### config.mk
export PLATFORM = sky130hd
export DESIGN_NAME = mem_line_requester
export DESIGN_NICKNAME = d
export VERILOG_FILES = /design/src/rtl/mem_line_requester.sv
export SDC_FILE = /design/constraint.sdc
export NUM_CORES = 2
export LEC_CHECK = 0
export BUFFER_PORTS_ARGS = -buffer_cell sky130_fd_sc_hd__buf_4
export CELL_PAD_IN_SITES_DETAIL_PLACEMENT = 0
export CELL_PAD_IN_SITES_GLOBAL_PLACEMENT = 1
export CORE_AREA = 2 2 569 571
export CTS_CLUSTER_DIAMETER = 50
export CTS_CLUSTER_SIZE = 25
export DETAILED_ROUTE_END_ITERATION = 16
export DIE_AREA = 0 0 571 573
export GPL_TIMING_DRIVEN = 0
export PLACE_DENSITY = 0.37
export SYNTH_ARGS = -nofsm -noshare
export SYNTH_HDL_FRONTEND = slang
export SYNTH_SLANG_ARGS = --single-unit
### constraint.sdc
create_clock -name clk -period 2.77 [get_ports clk]
set_clock_uncertainty 0.1 [all_clocks]
set_input_delay 0.6925 -clock clk [delete_from_list [all_inputs] [get_ports clk]]
set_output_delay 0.6925 -clock clk [all_outputs]
set_load 0.03 [all_outputs]
### src/rtl/mem_line_requester.sv
// Single-outstanding cache-line initiator for the tagged mem_req / mem_req_data / mem_resp protocol.
// A write streams LINE_BEATS data beats after its request. A read gathers LINE_BEATS tagged response beats into one line.
module mem_line_requester #(
    parameter int ADDR_BITS  = 28,
    parameter int DATA_BITS  = 128,
    parameter int TAG_BITS   = 5,
    parameter int LINE_BEATS = 4
) (
    input  logic                               clk,
    input  logic                               reset_n,
    input  logic                               cmd_valid,
    output logic                               cmd_ready,
    input  logic                               cmd_rw,
    input  logic [ADDR_BITS-1:0]               cmd_addr,
    input  logic [LINE_BEATS*DATA_BITS-1:0]    cmd_wdata,
    input  logic [LINE_BEATS*DATA_BITS/8-1:0]  cmd_wmask,
    output logic                               rsp_valid,
    input  logic                               rsp_ready,
    output logic                               rsp_rw,
    output logic [LINE_BEATS*DATA_BITS-1:0]    rsp_data,
    output logic                               mem_req_valid,
    input  logic                               mem_req_ready,
    output logic                               mem_req_rw,
    output logic [ADDR_BITS-1:0]               mem_req_addr,
    output logic [TAG_BITS-1:0]                mem_req_tag,
    output logic                               mem_req_data_valid,
    input  logic                               mem_req_data_ready,
    output logic [DATA_BITS-1:0]               mem_req_data_bits,
    output logic [DATA_BITS/8-1:0]             mem_req_data_mask,
    input  logic                               mem_resp_valid,
    input  logic [TAG_BITS-1:0]                mem_resp_tag,
    input  logic [DATA_BITS-1:0]               mem_resp_data,
    output logic                               tag_err
);

    localparam int LINE_BITS = LINE_BEATS * DATA_BITS;
    localparam int MASK_BITS = DATA_BITS / 8;
    localparam int BEAT_BITS = $clog2(LINE_BEATS);
    localparam logic [BEAT_BITS-1:0] LAST_BEAT = BEAT_BITS'(LINE_BEATS - 1);

    typedef enum logic [2:0] {
        S_IDLE,
        S_REQ,
        S_WDATA,
        S_RRESP,
        S_RSP
    } state_t;

    state_t                          r_state;
    logic                            r_cmd_ready;
    logic                            r_req_valid;
    logic                            r_wvalid;
    logic                            r_rsp_valid;
    logic                            r_rw;
    logic [ADDR_BITS-1:0]            r_addr;
    logic [TAG_BITS-1:0]             r_tag;
    logic [TAG_BITS-1:0]             r_tag_cnt;
    logic [BEAT_BITS-1:0]            r_beat;
    logic [LINE_BITS-1:0]            r_wdata;
    logic [LINE_BEATS*MASK_BITS-1:0] r_wmask;
    logic [LINE_BITS-1:0]            r_line;
    logic                            r_tag_err;

    logic w_resp_ok;

    // Only a beat carrying our tag while collecting a read is legal; anything else is flagged and dropped.
    assign w_resp_ok = mem_resp_valid && (r_state == S_RRESP) && (mem_resp_tag == r_tag);

    assign cmd_ready          = r_cmd_ready;
    assign mem_req_valid      = r_req_valid;
    assign mem_req_rw         = r_rw;
    assign mem_req_addr       = r_addr;
    assign mem_req_tag        = r_tag;
    assign mem_req_data_valid = r_wvalid;
    assign mem_req_data_bits  = r_wdata[r_beat*DATA_BITS +: DATA_BITS];
    assign mem_req_data_mask  = r_wmask[r_beat*MASK_BITS +: MASK_BITS];
    assign rsp_valid          = r_rsp_valid;
    assign rsp_rw             = r_rw;
    assign rsp_data           = r_line;
    assign tag_err            = r_tag_err;

    // NOTE: every register here uses <= so all of them sample pre-edge values, independent of statement order.
    always_ff @(posedge clk or negedge reset_n) begin
        if (!reset_n) begin
            r_state     <= S_IDLE;
            r_cmd_ready <= 1'b0;
            r_req_valid <= 1'b0;
            r_wvalid    <= 1'b0;
            r_rsp_valid <= 1'b0;
            r_rw        <= 1'b0;
            r_addr      <= '0;
            r_tag       <= '0;
            r_tag_cnt   <= '0;
            r_beat      <= '0;
            // NOTE: the line buffers are reset too, because rsp_data and the write-beat outputs must read 0 out of reset.
            r_wdata     <= '0;
            r_wmask     <= '0;
            r_line      <= '0;
            r_tag_err   <= 1'b0;
        end else begin
            if (mem_resp_valid && !w_resp_ok) begin
                r_tag_err <= 1'b1;
            end

            case (r_state)
                S_IDLE: begin
                    if (r_cmd_ready && cmd_valid) begin
                        r_cmd_ready <= 1'b0;
                        r_req_valid <= 1'b1;
                        r_rw        <= cmd_rw;
                        r_addr      <= cmd_addr;
                        r_wdata     <= cmd_wdata;
                        r_wmask     <= cmd_wmask;
                        r_tag       <= r_tag_cnt;
                        r_line      <= '0;
                        r_state     <= S_REQ;
                    end else begin
                        r_cmd_ready <= 1'b1;
                    end
                end

                S_REQ: begin
                    if (mem_req_ready) begin
                        r_req_valid <= 1'b0;
                        r_tag_cnt   <= r_tag_cnt + 1'b1;
                        if (r_rw) begin
                            r_wvalid <= 1'b1;
                            r_state  <= S_WDATA;
                        end else begin
                            r_state  <= S_RRESP;
                        end
                    end
                end

                S_WDATA: begin
                    if (mem_req_data_ready) begin
                        if (r_beat == LAST_BEAT) begin
                            r_wvalid    <= 1'b0;
                            r_beat      <= '0;
                            r_rsp_valid <= 1'b1;
                            r_state     <= S_RSP;
                        end else begin
                            r_beat <= r_beat + 1'b1;
                        end
                    end
                end

                S_RRESP: begin
                    if (w_resp_ok) begin
                        r_line[r_beat*DATA_BITS +: DATA_BITS] <= mem_resp_data;
                        if (r_beat == LAST_BEAT) begin
                            r_beat      <= '0;
                            r_rsp_valid <= 1'b1;
                            r_state     <= S_RSP;
                        end else begin
                            r_beat <= r_beat + 1'b1;
                        end
                    end
                end

                S_RSP: begin
                    if (rsp_ready) begin
                        r_rsp_valid <= 1'b0;
                        r_cmd_ready <= 1'b1;
                        r_state     <= S_IDLE;
                    end
                end

                default: begin
                    r_state <= S_IDLE;
                end
            endcase
        end
    end

endmodule

==> results.txt <==
----------------------------------------------------
[Global route]
  Number of antenna violations at the first check in global routing ... ~150
  Vias in the first global route ... ~43,000
  Grt total ovfl ... 0
  All-Layer GR Usage ... 0.165
  Maximum number of pins on one net before global-route repair ... between 150 and 200
  Wire length of the first global-routing pass ... roughly 370 mm

[Synth]
  Number of synthesized register bits ... between 1,000 and 1,500
  Register area share after synthesis ... 0.569
  Post-synthesis compound-gate area fraction ... 0.00288
  Most common cell in the synthesized netlist ... dfrtp_1
  Ys flop type ... dfrtp_1
  Mapped Area ... 50,000 um2
  XOR/XNOR Fraction of Synth Area ... 0.00158
  Net count of the mapped netlist ... 4,478
  Post-synth ARST share ... 1.00
  Top cells by area in the synthesized netlist ... dfrtp_1, mux2i_1, mux2_2, mux4_2, mux2_1
  Synthesized-area fraction occupied by and/or/nand/nor cells ... 0.0439
  EDFF count, synth ... 0
  Yosys warning total ... 0
  Combinational family with the most area after synthesis ... multiplexers
  Post-synth top area share ... 0.569
  Adder-cell share of the synthesized area ... 0.00175
  Leading post-synthesis cells by instance count ... dfrtp_1, nand2_1, inv_1
  Distinct cell type count after synthesis ... around 40
  Avg Cell Area, Syn ... 13.4 um2
  Multiplexer share of the synthesized area ... 0.305
  Dominant cell type by area after synthesis ... dfrtp_1
  Cell count after synthesis ... between 3,000 and 4,000

[Power]
  Overall Power ... around 110,000 uW
  IR drop worst, VDD ... between 500 and 600 uV
  Standby leakage power ... about 0.037 uW
  Power Density ... around 1300 nW/um2

[Place]
  Final HPWL DP ... 218 mm
  Worst slack, placed ... -2.63 ns
  Placed insts ... between 9,000 and 10,000
  Final estimated routing congestion in global placement ... slightly below 0.8
  Count of input and output buffers ... around 1,400

[Detailed routing]
  Via-per-instance ratio ... between 3 and 4
  Via count ... slightly below 40,000
  Routed wire length ... roughly 280 mm
  ANT nets after route ... 0
  Per-cell routed wire length ... ~26 um
  First-pass DRT Iterations ... 5
  Detailed Route Iter0 Violations ... approximately 1,300
  Total DRC errors in the routed layout ... 0

[Timing]
  Period Utilization, post-route ... 1.22
  Maximum operating frequency ... between 200 and 300 MHz
  Relative slew margins ... 0.278
  Worst Hold Margin ... -0.320 ns
  Worst Tran Pin Value ... approximately 1.1 ns
  Fin. max-slew vios ... 0
  Post-route setup slack ... -0.601 ns
  Setup violations, final ... 208
  Min cycle time layout ... 3.37 ns
  RSZ-0062 raised after global routing ... true
  Final-report hold violation count ... ~110

[Final layout]
  Post-route insts no fill ... 10,700
  Number of nets in the layout ... ~6,900
  Area growth from synthesis to final layout ... 67.2%
  Fraction of final layout cells sized beyond drive strength 1 ... 0.406
  Finished Core Util ... 0.261

[Floorplan]
  Floorplan die area ... 327,000 um2
  Overall die width ... ~570 um
  Die extent in y ... approximately 570 um
  Top-level port count ... between 1,000 and 1,500
  Core region area ... about 320,000 um2
  Starting Density ... 0.156
  Row count ... 208

[Critical path]
  Type of element launching the critical path ... flop
  Kind of end point of the critical path ... output port
  Crit path DAT ... between 2 and 3 ns
  Reg-to-reg setup timing slack ... -0.19 ns
  Critical-path maximum fanout ... 7
  Worst setup path class ... reg2out
  Required time at the endpoint of the critical path ... just under 2 ns

[CTS]
  Clk Latency, worst-skew pair ... roughly 0.86 ns
  Deepest clock path buffer count ... 4
  Clk sinks ... 1,137
  Clock slew seen by the registers of the worst setup and hold paths ... 0.05 ns
  Number of H-tree levels ... 4
  TritonCTS Buffers ... 228
  Number of hold buffers added after CTS ... ~730
  Clock root buffer ... clkbuf_16
  TritonCTS clock tree ... done

[Outcome]
  Failing checks ... negative hold slack, negative setup slack
  Outcome ... finished with violations

[Worst hold path]
  Type of the tightest min-delay check ... in2async

[Job]
  Max-cap check violation count ... 0

----------------------------------------------------
worst paths after layout:
kind / start / endpoint / cells after the start
setup / recovery: r_beat[0]$_DFFE_PN0P_ / mem_req_data_bits[9] / 5
hold / removal: reset_n / rsp_data[294]$_DFFE_PN0P_ / 1
setup reg to reg: r_beat[0]$_DFFE_PN0P_ / rsp_data[268]$_DFFE_PN0P_ / 13
hold reg to reg: r_tag_cnt[4]$_DFFE_PN0P_ / r_tag_cnt[4]$_DFFE_PN0P_ / 1
max in group asynchronous: reset_n / r_wdata[23]$_DFFE_PN0P_ / 5
min in group clk: mem_resp_data[12] / rsp_data[12]$_DFFE_PN0P_ / 3
report_power, final:
group / leakage, uW / total [uW] / internal, uW / switching (uW)
sequential: 0.0141 / 29400 / 24600 / 4800
clock: 0.00382 / 29100 / 18700 / 10400
combinational: 0.0195 / 46700 / 18900 / 27800
registers in the layout, summed over array words and instances (netlist names), 2 cells and up:
register      count
mem_req_addr     28
mem_req_tag       5
r_beat            2
r_state           3
r_tag_cnt         5
r_wdata         512
r_wmask          64
rsp_data        512
layer usage:
layer	vias to the layer above	wire, um	global-route usage
li1	17500	-	-
met1	19600	109000	0.188
met2	1287	141000	0.296
met3	402	22200	0.0564
met4	98	5520	0.0344
met5	-	582	0
through the flow:
step / setup TNS (ns) / instance area (um2) / hold WS (ns)
after floorplan: 0 / 50000 / 0.297
after global placement: - / 66200 / 0.356
after detailed placement: -1180.21 / 66500 / 0.363
after CTS: -173.55 / 83000 / -0.361
after global routing: -148.07 / 83600 / -0.315
final: -79.23 / 83700 / -0.320
timing repair:
action | in CTS | in global routing
cloned | 5 | 5
endpoints found under the setup margin | 657 | 718
endpoints found under the hold margin | 1197 | 112
pin swaps | 1 | 2
gates resized for setup | 233 | 88
buffers inserted | 15 | 16
kinds of logic after synthesis:
logic type | after synthesis
AO/OA/AOI/OAI | 21
XOR/XNOR | 9
adder cells (fa/ha/maj) | 7
buffers and inverters | 734
flip-flops | 1137
multiplexers | 1269
AND/OR/NAND/NOR | 549
cell type report:
class / instances / area, um2
antenna: 72 / 180
buffer: 211 / 2470
clock buffer: 293 / 6260
clock inverter: 127 / 1710
fill: 34000 / 237000
inverter: 518 / 1950
multi-input combinational: 1855 / 17900
sequential: 1137 / 28500
tap: 4305 / 5390
timing repair buffer: 2222 / 19400
worst max-delay path, stage by stage (launching register included):
cell,delay [ns]
dfrtp_2,0.37
buf_12,0.14
clkbuf_16,0.22
buf_16,0.16
mux4_2,0.62
buf_6,0.20
placed cells by master, fill, tap and decap left out, drive strengths merged, types with 2 or more instances in the layout:
cell type	count
clkinvlp	31
nand3b	2
nor2	2
o21a	2
nand2	521
nor4	4
clkbuf	319
o21ai	10
nand4	7
xor2	2
diode	72
nand2b	5
clkinv	55
buf	1673
bufinv	29
dlygate4sd3	734
inv	530
o31ai	3
dfrtp	1137
nand3	2
ha	7
mux2i	512
xnor2	7
mux4	144
mux2	613
Power figures use the tool's default switching activity.
